<file path="src/rtl/mul_pkg.sv">
// Shared types and constants for the radix-4 Booth sequential multiplier.
package mul_pkg;

    localparam int unsigned DEF_WIDTH = 32;
    localparam int unsigned ITER      = DEF_WIDTH / 2;

    typedef enum logic [1:0] {
        IDLE,
        RUN,
        DONE
    } state_t;

    typedef enum logic [2:0] {
        SEL_ZERO,
        SEL_PM,
        SEL_P2M,
        SEL_NM,
        SEL_N2M
    } booth_sel_t;

endpackage

</file>
<file path="src/rtl/booth_mul_seq_if.sv">
// Start/busy/done handshake and operand/result bus for booth_mul_seq.
interface booth_mul_seq_if #(
    parameter int unsigned WIDTH = mul_pkg::DEF_WIDTH
);
    logic             start;
    logic [WIDTH-1:0] multiplicand;
    logic [WIDTH-1:0] multiplier;
    logic             busy;
    logic             done;
    logic [WIDTH-1:0] product_lo;
    logic [WIDTH-1:0] product_hi;

    modport master (
        output start, multiplicand, multiplier,
        input  busy, done, product_lo, product_hi
    );

    modport slave (
        input  start, multiplicand, multiplier,
        output busy, done, product_lo, product_hi
    );
endinterface

</file>
<file path="src/rtl/booth_mul_seq_recode.sv">
// Radix-4 Booth digit recoder: {q[i+1], q[i], q[i-1]} -> partial-product select.
module booth_r4_recode
    import mul_pkg::*;
(
    input  logic [2:0] triplet,
    output booth_sel_t sel
);

    always_comb begin
        sel = SEL_ZERO;
        case (triplet)
            3'b001, 3'b010: sel = SEL_PM;
            3'b011:         sel = SEL_P2M;
            3'b100:         sel = SEL_N2M;
            3'b101, 3'b110: sel = SEL_NM;
            default:        sel = SEL_ZERO;
        endcase
    end

endmodule

</file>
<file path="src/rtl/booth_mul_seq.sv">
// Sequential signed WIDTHxWIDTH radix-4 Booth multiplier producing a HI/LO product.
module booth_mul_seq
    import mul_pkg::*;
#(
    parameter int unsigned WIDTH = DEF_WIDTH
) (
    input  logic           clk,
    input  logic           resetn,
    booth_mul_seq_if.slave bus
);

    localparam int unsigned N_ITER = WIDTH / 2;
    localparam int unsigned CW     = (N_ITER > 1) ? $clog2(N_ITER) : 1;
    localparam int unsigned AW     = WIDTH + 2;

    state_t           state, state_nx;
    logic [CW-1:0]    cnt;
    logic [AW-1:0]    m_reg;
    logic [AW-1:0]    acc;
    logic [WIDTH-1:0] q_reg;
    logic             q_m1;
    logic [AW-1:0]    addend;
    logic [AW-1:0]    sum;
    logic [AW-1:0]    acc_nx;
    logic [WIDTH-1:0] q_nx;
    logic [WIDTH-1:0] hi_reg;
    logic [WIDTH-1:0] lo_reg;
    booth_sel_t       sel;
    logic             accept;
    logic             last_step;

    booth_r4_recode u_recode (
        .triplet ({q_reg[1:0], q_m1}),
        .sel     (sel)
    );

    // Two guard bits in m_reg/acc keep +-2M exact even for the most negative M.
    always_comb begin
        addend = '0;
        case (sel)
            SEL_PM:  addend = m_reg;
            SEL_P2M: addend = m_reg << 1;
            SEL_NM:  addend = -m_reg;
            SEL_N2M: addend = -(m_reg << 1);
            default: addend = '0;
        endcase
    end

    assign sum    = acc + addend;
    assign acc_nx = {{2{sum[AW-1]}}, sum[AW-1:2]};
    assign q_nx   = {sum[1:0], q_reg[WIDTH-1:2]};

    assign accept    = bus.start && ((state == IDLE) || (state == DONE));
    assign last_step = (state == RUN) && (cnt == CW'(N_ITER - 1));

    always_ff @(posedge clk) begin
        if (!resetn) state <= IDLE;
        else         state <= state_nx;
    end

    always_comb begin
        state_nx = state;
        case (state)
            IDLE:    if (bus.start) state_nx = RUN;
            RUN:     if (last_step) state_nx = DONE;
            DONE:    state_nx = bus.start ? RUN : IDLE;
            default: state_nx = IDLE;
        endcase
    end

    always_ff @(posedge clk) begin
        if (!resetn) begin
            cnt    <= '0;
            m_reg  <= '0;
            acc    <= '0;
            q_reg  <= '0;
            q_m1   <= 1'b0;
            hi_reg <= '0;
            lo_reg <= '0;
        end else if (accept) begin
            m_reg <= {{2{bus.multiplicand[WIDTH-1]}}, bus.multiplicand};
            q_reg <= bus.multiplier;
            q_m1  <= 1'b0;
            acc   <= '0;
            cnt   <= '0;
        end else if (state == RUN) begin
            acc   <= acc_nx;
            q_reg <= q_nx;
            q_m1  <= q_reg[1];
            cnt   <= cnt + 1'b1;
            // Results are published only on the final step so RUN never exposes partials.
            if (last_step) begin
                hi_reg <= acc_nx[WIDTH-1:0];
                lo_reg <= q_nx;
            end
        end
    end

    assign bus.busy       = (state == RUN);
    assign bus.done       = (state == DONE);
    assign bus.product_hi = hi_reg;
    assign bus.product_lo = lo_reg;

endmodule
</file>
<file path="src/flat_wrapper.sv">
// flat-port wrapper written by rule: the top's interface ports become plain ports
module booth_mul_seq_flat import mul_pkg::*;
#(
    parameter int unsigned WIDTH = DEF_WIDTH
)
  (clk, resetn, bus_start, bus_multiplicand, bus_multiplier, bus_busy, bus_done, bus_product_lo, bus_product_hi);
  booth_mul_seq_if #(.WIDTH(WIDTH)) bus_i ();
  input  logic clk;
  input  logic resetn;
  input wire logic [$bits(bus_i.start)-1:0] bus_start;
  input wire logic [$bits(bus_i.multiplicand)-1:0] bus_multiplicand;
  input wire logic [$bits(bus_i.multiplier)-1:0] bus_multiplier;
  output wire logic [$bits(bus_i.busy)-1:0] bus_busy;
  output wire logic [$bits(bus_i.done)-1:0] bus_done;
  output wire logic [$bits(bus_i.product_lo)-1:0] bus_product_lo;
  output wire logic [$bits(bus_i.product_hi)-1:0] bus_product_hi;
  assign bus_i.start = bus_start;
  assign bus_i.multiplicand = bus_multiplicand;
  assign bus_i.multiplier = bus_multiplier;
  assign bus_busy = bus_i.busy;
  assign bus_done = bus_i.done;
  assign bus_product_lo = bus_i.product_lo;
  assign bus_product_hi = bus_i.product_hi;
  booth_mul_seq #(.WIDTH(WIDTH)) u_core (.clk(clk), .resetn(resetn), .bus(bus_i));
endmodule
</file>
<file path="config.mk">
export PLATFORM = sky130hd
export DESIGN_NAME = booth_mul_seq_flat
export DESIGN_NICKNAME = d
export VERILOG_FILES = /design/src/rtl/mul_pkg.sv /design/src/rtl/booth_mul_seq_if.sv /design/src/rtl/booth_mul_seq_recode.sv /design/src/rtl/booth_mul_seq.sv /design/src/flat_wrapper.sv
export SDC_FILE = /design/constraint.sdc
export NUM_CORES = 1
export LEC_CHECK = 0
export CAP_MARGIN = 20
export CORE_MARGIN = 10
export CORE_UTILIZATION = 56
export DETAILED_ROUTE_END_ITERATION = 6
export PLACE_DENSITY = 0.8
export SYNTH_ARGS = -nofsm -noshare
export SYNTH_HDL_FRONTEND = slang
export SYNTH_SLANG_ARGS = --single-unit
</file>
<file path="constraint.sdc">
create_clock -name clk -period 6 [get_ports clk]
set_input_delay 0.9 -clock clk [delete_from_list [all_inputs] [get_ports clk]]
set_output_delay 0.9 -clock clk [all_outputs]
set_load 0.05 [all_outputs]
</file>
# Word level (Yosys, flattened, before mapping)
# Index checks and enable logic that the tools add are counted.
[totals] elab_cells=47 out_inout_bits=66 in_bits=67 register_bits=167
[op_classes] reduce_logical=10 n_addsub=4 muxes=8 eq_ne=15 n_bitwise=2
[ops] operator="$pmux 34 s4" count=1
[ops] operator="$neg 34->34" count=2
[ops] operator="$mux 32" count=2
[ops] operator="$add 34x34->34" count=1
[ops] operator="$eq 3x2->1 const B" count=4
[ops] operator="$eq 3x3->1 const B" count=4
[ops] operator="$pmux 3 s4" count=1
[ops] operator="$eq 3x1->1 const B" count=2
[ops] operator="$pmux 2 s3" count=1
[ops] operator="$reduce_or 2->1" count=3
[ops] operator="$add 4x1->4 const B" count=1
[ops] operator="$eq 4x4->1 const B" count=1
[ops] operator="$mux 2" count=2
[ops] operator="$reduce_and 3->1" count=1
[ops] operator="$eq 2x1->1 const B" count=1
[ops] operator="$eq 2x2->1 const B" count=1
[ops] operator="$logic_and 1x1->1" count=2
[ops] operator="$logic_not 2->1" count=1
[ops] operator="$ne 2x1->1 const B" count=1
[ops] operator="$ne 2x2->1 const B" count=1
[ops] operator="$not 1->1" count=2
[ops] operator="$reduce_and 2->1" count=1
[ops] operator="$reduce_bool 2->1" count=1
[ops] operator="$logic_or 1x1->1" count=1
[ops] operator="$mux 1" count=1

# Longest topological paths before layout
# Gate-level depths: netlist of the first run.
[depth] word_depth=8 mapped_depth=20 depth_no_buf=19

# By module
# From an unflattened synthesis of the first run, not the netlist that was laid out.
[hier_totals] hier_cells=1283 hier_area_um2=9766.9
[modules_own_cells] module="booth_mul_seq" area_per_inst_um2=9733.1 cells_each=1279 seq_area_each_um2=3343.2 n_inst=1
[modules_own_cells] module="booth_r4_recode" area_per_inst_um2=33.8 cells_each=4 seq_area_each_um2=0.0 n_inst=1

# Worst setup path before layout of the first run
# OpenSTA, ideal clock, no wires.
[synth_path] kind="flip-flop to flip-flop" start="reg u_core.m_reg[2]" end="reg u_core.acc[28]" setup_ns=0.079 stages_incl_launch_ff=18 setup_slack_ns=1.732 synth_period_minus_slack_ns=4.268 arrival_time_ns=4.189 n_path_buf=1 t_required_ns=5.921 cell_sequence="dfxtp_1 -> buf_2 -> nor4_1 -> nand3_1 -> or2_2 -> or4_1 -> nand2_1 -> xnor2_1 -> a221oi_1 -> a21oi_1 -> ha_1 -> o211a_1 -> a221o_1 -> a31oi_1 -> o31ai_2 -> a2111o_1 -> and2_1 -> o211ai_1"
[synth_via] elab_chain_cells=3 word_cells_on_any_way=4 classes_between="3 x add/sub; 1 x mux"
[synth_rtl] item="start, declared" line="booth_mul_seq.sv:18" text="logic [AW-1:0] m_reg;"
[synth_rtl] item="start signal, assigned" line="booth_mul_seq.sv:81" text="m_reg <= {{2{bus.multiplicand[WIDTH-1]}}, bus.multiplicand};"
[synth_rtl] item="$neg 34->34 (on tied branches)" line="booth_mul_seq.sv:43, booth_mul_seq.sv:44"
[synth_rtl] item="$pmux 34 s4 *" line="booth_mul_seq.sv:40" text="case (sel)"
[synth_rtl] item="$add 34x34->34 *" line="booth_mul_seq.sv:49" text="assign sum = acc + addend;"
[synth_rtl] item="end signal, assigned" line="booth_mul_seq.sv:87" text="acc <= acc_nx;"
[synth_rtl] item="end, declared" line="booth_mul_seq.sv:19" text="logic [AW-1:0] acc;"
# Every way passes the cells marked *; elsewhere a longest branch is shown, timed or not.
# A chain may end at the register's enable or synchronous reset.

# Worst setup path after layout of the first run
[layout_path] start="reg u_core.m_reg[2]" end="reg u_core.hi_reg[29] (netlist: u_core.bus.product_hi[29])"
[layout_via] elab_chain_cells=3 word_cells_on_any_way=4 classes_between="3 x add/sub; 1 x mux"
[layout_rtl] item="$neg 34->34 (on tied branches)" line="booth_mul_seq.sv:43, booth_mul_seq.sv:44"
[layout_rtl] item="$pmux 34 s4 *" line="booth_mul_seq.sv:40"
[layout_rtl] item="$add 34x34->34 *" line="booth_mul_seq.sv:49"
[layout_rtl] item="end signal, assigned" line="booth_mul_seq.sv:93" text="hi_reg <= acc_nx[WIDTH-1:0];"
[layout_rtl] item="end, declared" line="booth_mul_seq.sv:26" text="logic [WIDTH-1:0] hi_reg;"
# Marked as above.

==> flow_metrics.py, run 1 <==
metrics = {
    "run_status": {
        "status": "complete, no violations",
    },
    "synthesis": {
        "ys_seq_area_share_pct": 33.90,
        "yosys_most_used_dff": "dfxtp_1",
        "ys_types": 71,
        "synthAdderAreaFrac_pct": 4.643,
        "synth-xor-area-share_pct": 6.217,
        "synth_area_mm2": 0.009862,
        "synth-seq-cells": 167,
        "syn_inst": 1328,
        "synthSimpleGateAreaFrac_pct": 24.56,
        "synthArstFlopShare_pct": 0,
        "synth_compound_area_share_pct": 24.71,
        "synth_enable_flop_cells": 0,
        "syn_area_per_cell_um2": 7.426,
        "synth_top_family_by_area": "compound AO/OA/AOI/OAI gates",
        "synth_fp_nets": 1431,
        "yosysWarnings": 0,
        "synth_mux_area_share_pct": 1.129,
    },
    "placement": {
        "dp_cells": 1595,
        "gp_congestion": 0.9089,
        "dp_hpwl_um": 19910,
        "placement.cell_area_mm2": 0.01119,
        "port_buffers": 132,
    },
    "floorplanning": {
        "dieArea_mm2": 0.02332,
        "die_w_um": 152.7,
        "ioPinCount": 133,
        "dieHeight_um": 152.7,
        "coreArea_mm2": 0.01730,
        "start_util_pct": 57.02,
        "placementRows": 48,
    },
    "finish": {
        "layout_commonest_cell": "nand2_1",
        "drive_gt1_share_pct": 5.492,
        "final_util_pct": 68.19,
        "final_cell_mix": "nand2_1, dfxtp_1, a21oi_1",
        "fin_nets": 1492,
        "syn2layout_area_growth_pct": 19.60,
        "final-instance-count-excl-fill": 1627,
        "fin_area_mm2": 0.01180,
        "n_antenna_cell": 0,
    },
    "setup_path": {
        "path_max_fanout": 8,
        "reg2regPathDepth": 15,
        "start_kind": "flip-flop",
        "crit_path_end_kind": "flip-flop",
        "cp.arrival_ps": 5160,
        "reg2reg_slack_ps": 1200,
        "worstPathRequired_ps": 6350,
        "criticalPathCategory": "reg2reg",
    },
    "pwr": {
        "power.internal_mw": 1.999,
        "power_frac_comb_pct": 21.2,
        "pwr-share-clk_pct": 38.1,
        "p_sw_mw": 0.9679,
        "seqPwrFrac_pct": 40.7,
        "ir_worst_vdd_mv": 0.2064,
        "power.density_mw_per_mm2": 251.5,
        "power.leakage_nw": 4.347,
        "swShare_pct": 32.63,
    },
    "sta": {
        "worst_slew_pin_slew_ps": 1045,
        "rsz0062_at_grt": "no",
        "fmax_ghz": 0.2083,
        "hold_viol": 0,
        "setup_viol": 0,
        "fin_hold_ws_ps": 452.8,
        "setup_total_negative_slack_ps": 0,
        "relSlewSlack_pct": 30.19,
        "fin_skew_ps": 10.61,
        "fin_crit_ps": 4801,
        "slew_violations": 0,
        "final.period_utilization_pct": 80.01,
    },
    "grt": {
        "grt_pass1_vias": 9292,
        "track_usage_pct": 23.49,
        "antenna_found_initial": 0,
        "grt-ovfl-total": 0,
        "grt_start_max_net_pins": 97,
        "grt_pass1_wl_um": 46800,
    },
    "clock_network": {
        "numCtsBuffers": 17,
        "cts_tree": "yes",
        "cts_hold_buf": 0,
        "post_cts_buffers": 0,
        "cts-root-buf": "clkbuf_16",
        "htree_levels": 4,
        "cts_repair_resize_count": 0,
        "clk_pin_slew_worst_paths_ps": 70,
        "clk_latency_ps": 440,
        "clkSinkCount": 167,
        "cts_buffer_depth": 2,
    },
    "detailed_routing": {
        "routed_wl_um": 29010,
        "drc": 0,
        "ant_nets": 0,
        "viasPerCell": 6.068,
        "first_pass_iters": 6,
        "drt_iter0_drc": 889,
        "wl_per_cell_um": 17.83,
        "vias": 9873,
    },
    "hold_path": {
        "hold_path_class": "reg2reg",
        "worstHoldPathCells": 2,
    },
    "flow_run": {
        "maxCapViolations": 0,
    },
}
synthesized netlist by cell type, types with 11 or more instances:
cell type,number,share of area (%)
a211oi_1,17,1.3
a21o_1,15,1.1
a21oi_1,152,7.7
a221oi_1,17,1.5
a22oi_1,14,1.1
a311oi_1,31,2.8
a31oi_1,12,0.76
buf_1,15,0.57
clkbuf_1,86,3.3
dfxtp_1,167,34
ha_1,35,4.4
inv_1,14,0.53
nand2_1,330,13
nand3_1,43,2.2
nor2_1,82,3.1
nor3_1,11,0.56
o21ai_0,45,2.3
or3_1,16,1.0
xnor2_1,48,4.3
xor2_1,22,2.0
metrics by stage:
stage / setup WS, ps / power, mW
after floorplan: 1732 / 1.673
after global placement: 1378 / 1.837
after detailed placement: 1261 / 1.846
after CTS: 1235 / 2.968
after global routing: 715.9 / 3.087
final: 1199 / 2.967
layout make-up:
cell class | count | area [um2]
Fill cell | 1500 | 5502
Sequential cell | 167 | 3344
Multi-Input combinational cell | 1039 | 6065
Tap cell | 225 | 281.5
Clock inverter | 15 | 176.4
Clock buffer | 17 | 425.4
Timing Repair Buffer | 148 | 1441
Inverter | 16 | 61.31
power groups by stage:
| stage | clock network, mW | logic [mW] | registers (mW) |
|---|---|---|---|
| CTS | 1.14 | 0.621 | 1.21 |
| global route | 1.18 | 0.693 | 1.21 |
| floorplan | 0 | 0.471 | 1.20 |
| global placement | 0 | 0.608 | 1.23 |
| finish | 1.13 | 0.629 | 1.21 |
| detailed placement | 0 | 0.616 | 1.23 |
cell families after synthesis:
family	after synthesis
AOI/OAI and AO/OA	373
xor gates and xnor gates	70
adders and majority gates	36
buffers and inverters	122
DFF	167
muxes	11
and+or+nand+nor	549
worst max-delay path: stages (launching register included):
cell       delay, ps
dfxtp_1          400
nor4_1           440
nand3_1          180
or2_2            340
or4_1            540
xor2_1           180
a221o_1          320
ha_1             370
a21oi_1          240
o21ai_0          190
or2_2            320
or3_1            360
o2111ai_1        310
a31oi_1          150
xnor2_1          170
a211oi_1         220
routing by layer:
metal / share of wire [%] / track usage (%) / wire length (um)
met3: 6.7 / 5.560 / 1951
met1: 42 / 28.36 / 12170
met5: 0 / 0 / 0
met2: 49 / 39.30 / 14080
met4: 2.8 / 9.401 / 813
path summary, 6_finish.rpt:
path,startpoint,endpoint
setup / recovery,u_core.m_reg[2]$_SDFFE_PN0P_,u_core.bus.product_hi[29]$_SDFFE_PN0P_
hold / removal,u_core.bus.product_hi[0]$_SDFFE_PN0P_,u_core.bus.product_hi[0]$_SDFFE_PN0P_
setup reg to reg,u_core.m_reg[2]$_SDFFE_PN0P_,u_core.bus.product_hi[29]$_SDFFE_PN0P_
hold reg to reg,u_core.bus.product_hi[0]$_SDFFE_PN0P_,u_core.bus.product_hi[0]$_SDFFE_PN0P_
(Power assumes the default switching activity.)
==> run 2, diff against run 1 <==
--- a/config.mk
+++ b/config.mk
@@ -7,9 +7,9 @@
 export LEC_CHECK = 0
 export CAP_MARGIN = 20
 export CORE_MARGIN = 10
-export CORE_UTILIZATION = 56
+export CORE_UTILIZATION = 51
 export DETAILED_ROUTE_END_ITERATION = 6
-export PLACE_DENSITY = 0.8
+export PLACE_DENSITY = 0.77
 export SYNTH_ARGS = -nofsm -noshare
 export SYNTH_HDL_FRONTEND = slang
 export SYNTH_SLANG_ARGS = --single-unit
==> constraint.sdc (replaced) <==
create_clock -name clk -period 4 [get_ports clk]
set_input_delay 0.6 -clock clk [delete_from_list [all_inputs] [get_ports clk]]
set_output_delay 0.6 -clock clk [all_outputs]
set_load 0.05 [all_outputs]
==> run 2 against run 1 <==
The flow now finishes with violations (negative setup slack). Sequential cell count unchanged. Clock power up 50%. Critical path type unchanged. Register-to-register slack worse by 1300 ps. Via count up 9.2%. Combinational power up 120%. Sequential power up 48%. Maximum frequency up 18%. Largest cell class unchanged. Clock-buffer cell count unchanged. Final cell count up 12%. Critical path depth up 5. Non-clock buffer count up 163. First-iteration DRC count up 1.1%.
==> flow_metrics.py, run 2 (same netlist as run 1, synthesis figures left out) <==
metrics = {
    "floorplanning": {
        "placementRows": 50,
        "dieArea_mm2": 0.02530,
        "dieHeight_um": 159.1,
        "coreArea_mm2": 0.01889,
        "die_w_um": 159.1,
        "start_util_pct": 52.20,
        "ioPinCount": 133,
    },
    "setup_path": {
        "worstPathRequired_ps": 4360,
        "cp.arrival_ps": 4450,
        "crit_path_end_kind": "flip-flop",
        "criticalPathCategory": "reg2reg",
        "path_max_fanout": 4,
        "start_kind": "flip-flop",
    },
    "finish": {
        "register_area_mm2": 0.003354,
        "layout_commonest_cell": "nand2_1",
        "drive_gt1_share_pct": 22.11,
        "final_cell_mix": "nand2_1, buf_4, dfxtp_1",
        "syn2layout_area_growth_pct": 40.66,
        "multiInputGateArea_mm2": 0.006775,
        "n_antenna_cell": 0,
        "fill_cells": 1465,
        "fin_nets": 1655,
        "fin_area_mm2": 0.01387,
    },
    "sta": {
        "hold_viol": 0,
        "relSlewSlack_pct": 34.91,
        "fin_ws_ps": -81.74,
        "final.period_utilization_pct": 102.0,
        "worst_slew_pin_slew_ps": 974.0,
        "fin_crit_ps": 4082,
        "fin_hold_ws_ps": 453.6,
        "fin_skew_ps": 10.91,
        "setup_viol": 6,
        "slew_violations": 0,
        "rsz0062_at_grt": "yes",
        "fmax_ghz": 0.2450,
    },
    "clock_network": {
        "cts_tree": "yes",
        "htree_levels": 4,
        "cts_buffer_depth": 2,
        "cts-root-buf": "clkbuf_16",
        "clkSinkCount": 167,
        "clk_pin_slew_worst_paths_ps": 80,
        "numCtsBuffers": 17,
        "cts_hold_buf": 0,
        "clk_latency_ps": 450,
    },
    "placement": {
        "pre_cts_ws_ps": -290.2,
        "gp_congestion": 0.9509,
        "dp_hpwl_um": 22480,
        "placement.cell_area_mm2": 0.01235,
        "port_buffers": 132,
    },
    "grt": {
        "grt_start_max_net_pins": 122,
        "track_usage_pct": 24.30,
        "antenna_found_initial": 0,
        "grt_pass1_wl_um": 51690,
        "grt_pass1_vias": 10150,
        "grt-ovfl-total": 0,
    },
    "detailed_routing": {
        "wl_per_cell_um": 18.10,
        "m1WireLength_um": 13240,
        "drt_iter0_drc": 899,
        "wl_met2_um": 16550,
        "drc": 0,
        "vias": 10780,
        "first_pass_iters": 5,
        "ant_nets": 0,
        "dr.max_layer_used": "met4",
        "viasPerCell": 5.907,
        "routed_wl_um": 33030,
        "wl_met3_um": 2259,
    },
    "pwr": {
        "power.leakage_nw": 5.341,
        "power.density_mw_per_mm2": 351.6,
        "ir_worst_vdd_mv": 0.2813,
    },
    "hold_path": {
        "hold_path_class": "reg2reg",
    },
    "run_status": {
        "violations": "negative setup slack",
        "status": "finished, violations left",
    },
    "flow_run": {
        "maxCapViolations": 0,
    },
}
==> run 2: power by group <==
part	leakage, nW	switching (mW)	internal (mW)	total (mW)
Combinational	3.68	0.745	0.636	1.38
Clock	0.298	0.846	0.857	1.70
Sequential	1.36	0.0660	1.73	1.79
Total	5.34	1.66	3.22	4.88
==> run 2: what timing repair did <==
item	4_1_cts	5_1_grt
setup buffers	16	15
pin swaps	36	42
setup endpoints to repair	26	36
resized for setup	63	84
==> run 2: metal layers <==
metal	GRT usage, %	up-vias
met3	5.086	74
met1	29.22	5141
met5	0	-
li1	-	5151
met4	9.267	0
met2	41.60	414
==> run 2: path summary, 6_finish.rpt <==
check	start	slack, ps	cells past startpoint	to
max	u_core.m_reg[1]$_SDFFE_PN0P_	-80	20	u_core.bus.product_hi[28]$_SDFFE_PN0P_
min	u_core.bus.product_hi[7]$_SDFFE_PN0P_	450	2	u_core.bus.product_hi[7]$_SDFFE_PN0P_
max reg2reg	u_core.m_reg[1]$_SDFFE_PN0P_	-80	20	u_core.bus.product_hi[28]$_SDFFE_PN0P_
min reg2reg	u_core.bus.product_hi[7]$_SDFFE_PN0P_	450	2	u_core.bus.product_hi[7]$_SDFFE_PN0P_
==> run 2: metrics by stage <==
| stage | total power, mW | instances | TNS, ps | util [%] |
|---|---|---|---|---|
| final | 4.877 | 1825 | -327.6 | 73.42 |
| after global routing | 5.085 | 1825 | -4064 | 73.42 |
| after CTS | 4.774 | 1812 | -307.9 | 70.91 |
| after detailed placement | 2.984 | 1764 | -3725 | 65.37 |
| after global placement | 2.969 | 1764 | -2316 | 65.37 |
| after floorplan | 2.534 | 1328 | -90.22 | - |
==> run 2: layout make-up <==
cell class,count,area share (%)
Clock buffer,17,3.067
Clock inverter,15,1.398
Inverter,16,0.4780
Multi-Input combinational cell,1039,48.84
Sequential cell,167,24.18
Tap cell,260,2.345
Timing Repair Buffer,311,19.69
==> run 2: worst max-delay path, stage by stage (launching register included) <==
cell	delay, ps
dfxtp_4	360
inv_2	60
ha_4	120
nor3b_4	180
and4b_2	380
nand2_4	70
or3_4	370
nand2_2	80
xnor2_2	130
a22oi_1	130
a21oi_2	210
ha_4	230
buf_6	130
inv_4	50
o21ai_2	50
a221o_1	360
a31oi_4	200
o31ai_4	130
a2111o_1	420
and2_4	180
o211ai_1	150
==> run 3, diff against run 2 <==
--- a/config.mk
+++ b/config.mk
@@ -8,6 +8,7 @@
 export CAP_MARGIN = 20
 export CORE_MARGIN = 10
 export CORE_UTILIZATION = 51
+export CTS_CLUSTER_DIAMETER = 100
 export DETAILED_ROUTE_END_ITERATION = 6
 export PLACE_DENSITY = 0.77
 export SYNTH_ARGS = -nofsm -noshare
==> results of run 3 <==
Final layout, timing and power as in run 2 (identical DEF).
